## src/rtl/coeff_decomposer_lanes_if.sv

```systemverilog
// Handshake and data bundle for coeff_decomposer_lanes: upstream beat in, decomposed beat out.
// master = producer/consumer side (the stream environment), slave = the decomposer itself.
interface coeff_decomposer_lanes_if #(
  parameter int LANES   = 4,
  parameter int COEFF_W = 24,
  parameter int R1_W    = 10
);
  logic [2:0]               sec_lvl;
  logic                     mode;
  logic                     valid_i;
  logic                     ready_i;
  logic [LANES*COEFF_W-1:0] di;
  logic                     valid_o;
  logic                     ready_o;
  logic [LANES*R1_W-1:0]    doa;
  logic [LANES*COEFF_W-1:0] dob;

  modport master (
    output sec_lvl, mode, valid_i, di, ready_o,
    input  ready_i, valid_o, doa, dob
  );

  modport slave (
    input  sec_lvl, mode, valid_i, di, ready_o,
    output ready_i, valid_o, doa, dob
  );
endinterface

```

## src/rtl/coeff_decomposer_lanes.sv

```systemverilog
// Multi-lane Dilithium Decompose / Power2Round splitter, three register stages with a global stall.
// S1 reduces mod q, S2 forms quotient/remainder, S3 applies centring, the q-1 corner and residue mapping.
module coeff_decomposer_lanes #(
  parameter int LANES   = 4,
  parameter int COEFF_W = 24,
  parameter int R1_W    = 10
) (
  input logic                  clk,
  input logic                  rst,
  coeff_decomposer_lanes_if.slave bus
);
  localparam int SW = COEFF_W + 2;
  localparam logic [COEFF_W-1:0] QV    = COEFF_W'(8380417);
  localparam logic [COEFF_W-1:0] G2_LO = COEFF_W'(95232);
  localparam logic [COEFF_W-1:0] G2_HI = COEFF_W'(261888);
  localparam logic [COEFF_W-1:0] A_LO  = COEFF_W'(190464);
  localparam logic [COEFF_W-1:0] A_HI  = COEFF_W'(523776);
  // Reciprocals rounded up at 2^48 scale: the error term stays below 2^43, so floor(r/a) is exact for all r < 2^24.
  localparam logic [31:0] M_LO = 32'(((64'd1 << 48) + 64'd190463) / 64'd190464);
  localparam logic [31:0] M_HI = 32'(((64'd1 << 48) + 64'd523775) / 64'd523776);
  localparam logic [R1_W-1:0] QMAX_LO = R1_W'(44);
  localparam logic [R1_W-1:0] QMAX_HI = R1_W'(16);
  localparam logic signed [SW-1:0] ONE_S = SW'(1);
  localparam logic signed [SW-1:0] QS    = $signed({2'b00, QV});

  logic en;
  logic s1_valid, s2_valid, s3_valid;
  logic s1_lo, s1_p2r, s2_lo, s2_p2r;

  assign en          = !s3_valid || bus.ready_o;
  assign bus.ready_i = en;
  assign bus.valid_o = s3_valid;

  always_ff @(posedge clk) begin
    if (rst) begin
      s1_valid <= 1'b0;
      s2_valid <= 1'b0;
      s3_valid <= 1'b0;
      s1_lo    <= 1'b0;
      s1_p2r   <= 1'b0;
      s2_lo    <= 1'b0;
      s2_p2r   <= 1'b0;
    end else if (en) begin
      s1_valid <= bus.valid_i;
      s2_valid <= s1_valid;
      s3_valid <= s2_valid;
      s1_lo    <= (bus.sec_lvl == 3'b010);
      s1_p2r   <= bus.mode;
      s2_lo    <= s1_lo;
      s2_p2r   <= s1_p2r;
    end
  end

  for (genvar k = 0; k < LANES; k++) begin : g_lane
    logic [COEFF_W-1:0]   din, red, s1_r;
    logic [COEFF_W-1:0]   a_c, rem_c, s2_rem, half, a3;
    logic [31:0]          m_c;
    logic [7:0]           qd;
    logic [R1_W-1:0]      quo_c, s2_quo, hi, r1_c, doa_r;
    logic signed [SW-1:0] r0s;
    logic [COEFF_W-1:0]   dob_c, dob_r;

    assign din = bus.di[k*COEFF_W +: COEFF_W];
    assign red = (din >= QV) ? din - QV : din;

    always_comb begin
      m_c = s1_lo ? M_LO : M_HI;
      a_c = s1_lo ? A_LO : A_HI;
      qd  = 8'((56'(s1_r) * 56'(m_c)) >> 48);
      if (s1_p2r) begin
        quo_c = R1_W'(s1_r >> 13);
        rem_c = COEFF_W'(s1_r[12:0]);
      end else begin
        quo_c = R1_W'(qd);
        rem_c = s1_r - COEFF_W'(qd) * a_c;
      end
    end

    // Centre the remainder into (-half, half]; r - r0 == q-1 only happens at the top quotient.
    always_comb begin
      half = s2_p2r ? COEFF_W'(4096) : (s2_lo ? G2_LO : G2_HI);
      a3   = s2_p2r ? COEFF_W'(8192) : (s2_lo ? A_LO : A_HI);
      r0s  = $signed({2'b00, s2_rem});
      hi   = s2_quo;
      if (s2_rem > half) begin
        r0s = r0s - $signed({2'b00, a3});
        hi  = s2_quo + R1_W'(1);
      end
      r1_c = hi;
      if (!s2_p2r && hi == (s2_lo ? QMAX_LO : QMAX_HI)) begin
        r1_c = '0;
        r0s  = r0s - ONE_S;
      end
      dob_c = COEFF_W'(r0s[SW-1] ? r0s + QS : r0s);
    end

    always_ff @(posedge clk) begin
      if (rst) begin
        s1_r   <= '0;
        s2_quo <= '0;
        s2_rem <= '0;
        doa_r  <= '0;
        dob_r  <= '0;
      end else if (en) begin
        s1_r   <= red;
        s2_quo <= quo_c;
        s2_rem <= rem_c;
        doa_r  <= r1_c;
        dob_r  <= dob_c;
      end
    end

    assign bus.doa[k*R1_W +: R1_W]       = doa_r;
    assign bus.dob[k*COEFF_W +: COEFF_W] = dob_r;
  end
endmodule

```

## src/flat_wrapper.sv

```systemverilog
// flat-port wrapper written by rule: the top's interface ports become plain ports
module coeff_decomposer_lanes_flat 
#(
  parameter int LANES   = 4,
  parameter int COEFF_W = 24,
  parameter int R1_W    = 10
)
  (clk, rst, bus_sec_lvl, bus_mode, bus_valid_i, bus_di, bus_ready_o, bus_ready_i, bus_valid_o, bus_doa, bus_dob);
  coeff_decomposer_lanes_if #(.LANES(LANES), .COEFF_W(COEFF_W), .R1_W(R1_W)) bus_i ();
  input logic clk;
  input logic rst;
  input wire logic [$bits(bus_i.sec_lvl)-1:0] bus_sec_lvl;
  input wire logic [$bits(bus_i.mode)-1:0] bus_mode;
  input wire logic [$bits(bus_i.valid_i)-1:0] bus_valid_i;
  input wire logic [$bits(bus_i.di)-1:0] bus_di;
  input wire logic [$bits(bus_i.ready_o)-1:0] bus_ready_o;
  output wire logic [$bits(bus_i.ready_i)-1:0] bus_ready_i;
  output wire logic [$bits(bus_i.valid_o)-1:0] bus_valid_o;
  output wire logic [$bits(bus_i.doa)-1:0] bus_doa;
  output wire logic [$bits(bus_i.dob)-1:0] bus_dob;
  assign bus_i.sec_lvl = bus_sec_lvl;
  assign bus_i.mode = bus_mode;
  assign bus_i.valid_i = bus_valid_i;
  assign bus_i.di = bus_di;
  assign bus_i.ready_o = bus_ready_o;
  assign bus_ready_i = bus_i.ready_i;
  assign bus_valid_o = bus_i.valid_o;
  assign bus_doa = bus_i.doa;
  assign bus_dob = bus_i.dob;
  coeff_decomposer_lanes #(.LANES(LANES), .COEFF_W(COEFF_W), .R1_W(R1_W)) u_core (.clk(clk), .rst(rst), .bus(bus_i));
endmodule
```

## config.mk

```make
export PLATFORM = sky130hd
export DESIGN_NAME = coeff_decomposer_lanes_flat
export DESIGN_NICKNAME = d
export VERILOG_FILES = /design/src/rtl/coeff_decomposer_lanes_if.sv /design/src/rtl/coeff_decomposer_lanes.sv /design/src/flat_wrapper.sv
export SDC_FILE = /design/constraint.sdc
export NUM_CORES = 2
export LEC_CHECK = 0
export CAP_MARGIN = 5
export CELL_PAD_IN_SITES_DETAIL_PLACEMENT = 0
export CELL_PAD_IN_SITES_GLOBAL_PLACEMENT = 2
export CORE_MARGIN = 2
export CORE_UTILIZATION = 42
export CTS_BUF_LIST = sky130_fd_sc_hd__clkbuf_4
export CTS_CLUSTER_DIAMETER = 120
export DETAILED_ROUTE_END_ITERATION = 10
export DONT_BUFFER_PORTS = 1
export PLACE_DENSITY = 0.87
export SLEW_MARGIN = 10
export SYNTH_ARGS = -nofsm -noshare
export SYNTH_HDL_FRONTEND = slang
export SYNTH_SLANG_ARGS = --single-unit
```

## constraint.sdc

```tcl
create_clock -name clk -period 14.1 [get_ports clk]
set_input_delay 2.82 -clock clk [delete_from_list [all_inputs] [get_ports clk]]
set_output_delay 2.82 -clock clk [all_outputs]
set_load 0.02 [all_outputs]
```

[Yosys cells after proc, flatten, opt, wreduce, memory -nomap -nowiden]
Index checks and enable logic that the tools add are counted.
Storage, ports and cells
  input bits: 104
  logic and storage cells: 118
  flip-flop bits (word level): 375
Operators by class
  reduce and logical (&&, ||, !) cells: 7
  eq/ne operators: 5
  muxes and demuxes: 39
  add/subtract/negate cells: 24
  order comparisons: 8
  $mul: 8
Operators by type and width (count)
  24-bit 2-to-1 mux: 14
  26-bit 2-to-1 mux: 8
  24-bit by 32-bit multiplier with 56-bit output: 3
  10-bit 2-to-1 mux: 12
  26-bit by 2-bit subtractor with 26-bit output, second input constant: 4
  24-bit by 24-bit subtractor with 25-bit output: 4
  24-bit adder, second input constant: 4
  24-bit by 23-bit >= comparator with 1-bit output, second input constant: 4
  24-bit greater-than comparator: 4
  24-bit by 23-bit subtractor with 24-bit output, second input constant: 4
  24-bit subtractor: 4
  8-bit by 24-bit multiplier with 24-bit output: 3
  24-bit by 31-bit multiplier with 55-bit output: 1
  10-bit by 1-bit adder with 10-bit output, second input constant: 4
  19-bit 2-to-1 mux: 2
  31-bit 2-to-1 mux: 1
  10-bit equality test: 3
  8-bit by 19-bit multiplier with 24-bit output: 1
  18-bit 2-to-1 mux: 1
  10-bit by 6-bit equality test with 1-bit output: 1
  6-bit 2-to-1 mux: 1
  1-bit logical AND: 4
  3-bit by 2-bit equality test with 1-bit output, second input constant: 1
  1-bit logical NOT: 2
  1-bit logical OR: 1

[Logic depth before layout (Yosys ltp)]
  word-level depth: 9
  mapped depth: 51
  depth with buffers taken out: 48

[Worst setup path after synthesis]
No wires, ideal clock.
  path kind: register -> register
  from: register u_core.s1_lo
  to: register u_core.g_lane[0].s2_rem[23]
  buffers on the path: 3
  setup slack: 2.077 ns
  required time: 14.013 ns
  data arrival time: 11.936 ns
  period minus slack after synthesis: 12.023 ns
  cell stages (with the launch flop): 48
  setup time: 0.087 ns
  cells stage by stage: dfxtp_1 clkbuf_1 inv_1 clkbuf_1 buf_1 nand2_1 fa_1 fa_1 inv_1 ha_1 fa_1 inv_1 fa_1 inv_1 fa_1 inv_1 fa_1 inv_1 [12 not listed] fa_1 fa_1 inv_1 ha_1 fa_1 inv_1 ha_1 o21a_1 o21ai_0 a21boi_0 o21ai_0 a21boi_0 o21ai_0 a21boi_0 o21a_1 o31ai_1 a21oi_1 o31ai_1
Between the ends
  word-level cells in the longest chain between the ends: 5
Ends and longest elaborated chain
  start, declared: RTL line coeff_decomposer_lanes.sv:28  | logic s1_lo, s1_p2r, s2_lo, s2_p2r;
  start signal, assigned: RTL line coeff_decomposer_lanes.sv:47  | s1_lo <= (bus.sec_lvl == 3'b010);
  31-bit 2-to-1 mux: RTL line coeff_decomposer_lanes.sv:67  | m_c = s1_lo ? M_LO : M_HI;
  24-bit by 31-bit multiplier with 55-bit output: RTL line coeff_decomposer_lanes.sv:69  | qd = 8'((56'(s1_r) * 56'(m_c)) >> 48);
  8-bit by 19-bit multiplier with 24-bit output *: RTL line coeff_decomposer_lanes.sv:75  | rem_c = s1_r - COEFF_W'(qd) * a_c;
  24-bit subtractor *: RTL line coeff_decomposer_lanes.sv:75
  24-bit 2-to-1 mux *: RTL line coeff_decomposer_lanes.sv:70  | if (s1_p2r) begin
  end signal, assigned: RTL line coeff_decomposer_lanes.sv:107  | s2_rem <= rem_c;
  end, declared: RTL line coeff_decomposer_lanes.sv:56  | logic [COEFF_W-1:0] a_c, rem_c, s2_rem, half, a3;
Every way passes the cells marked *; elsewhere a longest branch is shown, timed or not.
A chain may end at the register's enable or synchronous reset.

[Worst setup path after layout]
  from: register u_core.s1_lo
  to: register u_core.g_lane[1].s2_rem[23]
Between the ends
  word-level cells in the longest chain between the ends: 5
Ends and longest elaborated chain (RTL line)
  31-bit 2-to-1 mux: coeff_decomposer_lanes.sv:67
  24-bit by 32-bit multiplier with 56-bit output: coeff_decomposer_lanes.sv:69
  8-bit by 24-bit multiplier with 24-bit output *: coeff_decomposer_lanes.sv:75
  24-bit subtractor *: coeff_decomposer_lanes.sv:75
  24-bit 2-to-1 mux *: coeff_decomposer_lanes.sv:70
  end signal, assigned: coeff_decomposer_lanes.sv:107
  end, declared: coeff_decomposer_lanes.sv:56
Marks and branches as above.

==> qor.txt <==
vias per std cell: 5.34
CTS Buf Count: 107
Final Util: 44.4%
clock tree buffer depth: 3
maximum VDD drop: 0.101 mV
Worst-Margin Slew: 1190 ps
Setup WS post-layout: 760 ps
Filler cells: 15900
#FFs+latches synth: 375
Pins Over Slew Limit: 0
Worst Setup SP: u_core.s1_lo
Post-synth EDFFs: 0
relative slew slack: 20.7%
Congestion Overflow GR: 0
CTS Hold Bufs: 0
number of I/O port buffers: 0
# setup viols final: 0
Min-Delay Path Class: reg2reg
WL per Instance: 21.3 um
gate count after technology mapping: 7748
fraction of the yosys area taken by sequential cells: 11.3%
largest net degree at the start of global routing: 316
first-pass GRT wire length: 325000 um
Post-CTS Setup Bufs: 0
Area Overhead vs Synth: 5.44%
H-tree levels: 3
area leader, netlist: fa_1
register share of total power: 18.3%
I/O Pins: 242
Max Fclk: 75.0 MHz
share of layout cells above drive strength 1: 4.09%
final hold violations: 0
Die X: 402 um
Starting Density: 42.1%
Crit Path Category: reg2reg
Sink Count: 375
Post-DP HPWL: 179000 um
Most used DFF post-synth: dfxtp_1
root buffer cell: clkbuf_4
Psw: 4750 uW
asr flop ratio synth: 0%
synthesized area: 66500 sq um
Area contributors post-synth: fa_1 (25%), ha_1 (21%), dfxtp_1 (11%)
delay of the slowest critical-path stage: 820 ps
max cap viols: 0
Crit Path Max Fanout: 63
unrepaired setup endpoints after global routing: false
antenna violations before repair: 4
setup TNS: 0 ps
Final period util: 94.6%
Pwr per Cell Area: 131 nW/um^2
DRT Wirelength: 210000 um
gr usage total: 26.1%
CTS tree: yes
Cell Rows: 146
Yosys top cell area share: 25.1%
final RePlAce weighted congestion: 0.959
Hold Crit Start: u_core.s1_valid
Net Sw Frac: 51.5%
count leader, synth: inv_1
drt initial violations: 2953
clk_lat worst skew: 1070 ps
reg-to-reg critical path startpoint: u_core.s1_lo
min Tclk post-route: 13340 ps
pre-CTS setup slack: 750 ps
fin nets: 9780
Synth top cells by count: inv_1 (1574), ha_1 (1137), fa_1 (832)
Crit. End Element: register
slowest CP cell: o21ai_0
number of remaining DRC errors: 0
synthesized area per cell: 8.58 sq um
vias in the first global route: 54600
clock share of power: 11.2%
Top cell by count, worst path: fa_1
Via Count: 52700
combinational fraction of design power: 70.5%
CP Data Required Time: 15010 ps
CTS clk-pin slew, worst paths: 60 ps
Worst EP arrival: 14250 ps
Die H: 402 um
status: finished clean
core area: 158000 sq um
Detailed Routing Iterations Pass 1: 5
cell-internal power: 4470 uW
Antenna Nets Post-Route: 0
die area: 162000 sq um
clock skew: 133 ps
crit start category: register
Leak: 0.0365 uW
YS warnings: 0
Synth cell types: 100
[layout make-up]
class	instances	area (sq um)	area share, %
inverter	1574	5920	8.44
clock buffer	154	1160	1.65
sequential	375	7520	10.7
antenna	2	5.00	0.00714
clock inverter	31	155	0.221
multi-input combinational	5593	52300	74.6
timing repair buffer	56	458	0.653
tap	2072	2590	3.70
[cells in the final DEF, fill, tap and decap left out, types with 34 or more instances in the layout]
cell / n
o21ai_0: 239
nand4_1: 67
or2_2: 43
xnor2_1: 197
dfxtp_1: 372
nand2b_1: 39
a311oi_1: 39
and2_1: 56
nand3_1: 146
xor2_1: 124
and3_1: 54
conb_1: 75
nand2_1: 584
ha_1: 1137
or3_1: 84
clkbuf_4: 154
nor4_1: 77
buf_4: 53
a211oi_1: 135
o211ai_1: 34
nor2_1: 461
nor2b_1: 53
nor3_1: 140
mux2i_1: 54
a21oi_1: 302
a21o_1: 133
fa_1: 832
inv_1: 1572
[state kept, by name, summed over array words and instances, names as in the netlist]
signal                flops
u_core.s2_lo              1
u_core.s1_lo              1
u_core.g_lane.dob_r      96
u_core.s2_valid           1
u_core.s2_p2r             1
u_core.g_lane.doa_r      40
u_core.s1_valid           1
u_core.bus.valid_o        1
u_core.g_lane.s2_rem     96
u_core.g_lane.s1_r       96
u_core.s1_p2r             1
u_core.g_lane.s2_quo     40
[worst max-delay path: cells and delay by family (launching register included)]
family | cells | cell delay, ps
xor+xnor | 1 | 590
flops | 1 | 770
buf+inv | 8 | 950
fa+ha+maj | 13 | 5310
compound gates | 16 | 3990
simple gates | 4 | 1530
[final timing paths]
| path | end | slack [ps] | cells after the start |
|---|---|---|---|
| setup reg to reg | u_core.g_lane[1].s2_rem[23] | 760 | 42 |
| setup / recovery | u_core.g_lane[1].s2_rem[23] | 760 | 42 |
| hold reg to reg | u_core.s1_valid | 450 | 2 |
| hold / removal | u_core.s1_valid | 450 | 2 |
[per-layer routing]
layer	global-route usage (%)	up-vias	part of all wire (%)
met1	32.9	26000	43
met5	0	-	0.015
met4	7.84	4	3.0
met3	3.95	260	4.3
met2	46.0	921	49
li1	-	25500	-
[cells by family (layout without fill, tap and decap cells)]
kind of cell             after synthesis  in the layout  synth area share [%]
other                                  2             77                0.0113
buffers and inverters               1853           1815                  10.5
AND/OR/NAND/NOR                     1947           1947                  14.3
AO/OA/AOI/OAI                       1219           1219                  12.3
multiplexers                          60             60                 0.920
flip-flops                           375            375                  11.3
XOR/XNOR                             323            323                  4.25
adder cells (fa/ha/maj)             1969           1969                  46.4
[metrics by stage]
stage	cells	total power [uW]	instance area (sq um)	hold WS (ps)
after detailed placement	9670	8210	68800	446
after global placement	9670	8180	68800	435
final	9857	9220	70100	454
after global routing	9857	10400	70100	476
after floorplan	7821	6460	66800	432
after CTS	9855	9320	70100	456
[repair_timing]
action | CTS | global route
gates resized for setup | 0 | 2
hold endpoints to repair | 0 | 0
setup endpoints to repair | 0 | 3
[power by group through the flow]
| stage | Combinational [uW] | Sequential (uW) | Clock (uW) |
|---|---|---|---|
| 2_1_floorplan | 4950 | 1520 | 0 |
| 3_3_place_gp | 6470 | 1710 | 0 |
| 3_5_place_dp | 6500 | 1710 | 0 |
| 4_1_cts | 6560 | 1690 | 1070 |
| 5_1_grt | 7520 | 1710 | 1120 |
| 6_report | 6500 | 1680 | 1030 |
No activity file was read; power rests on OpenSTA's default activity.
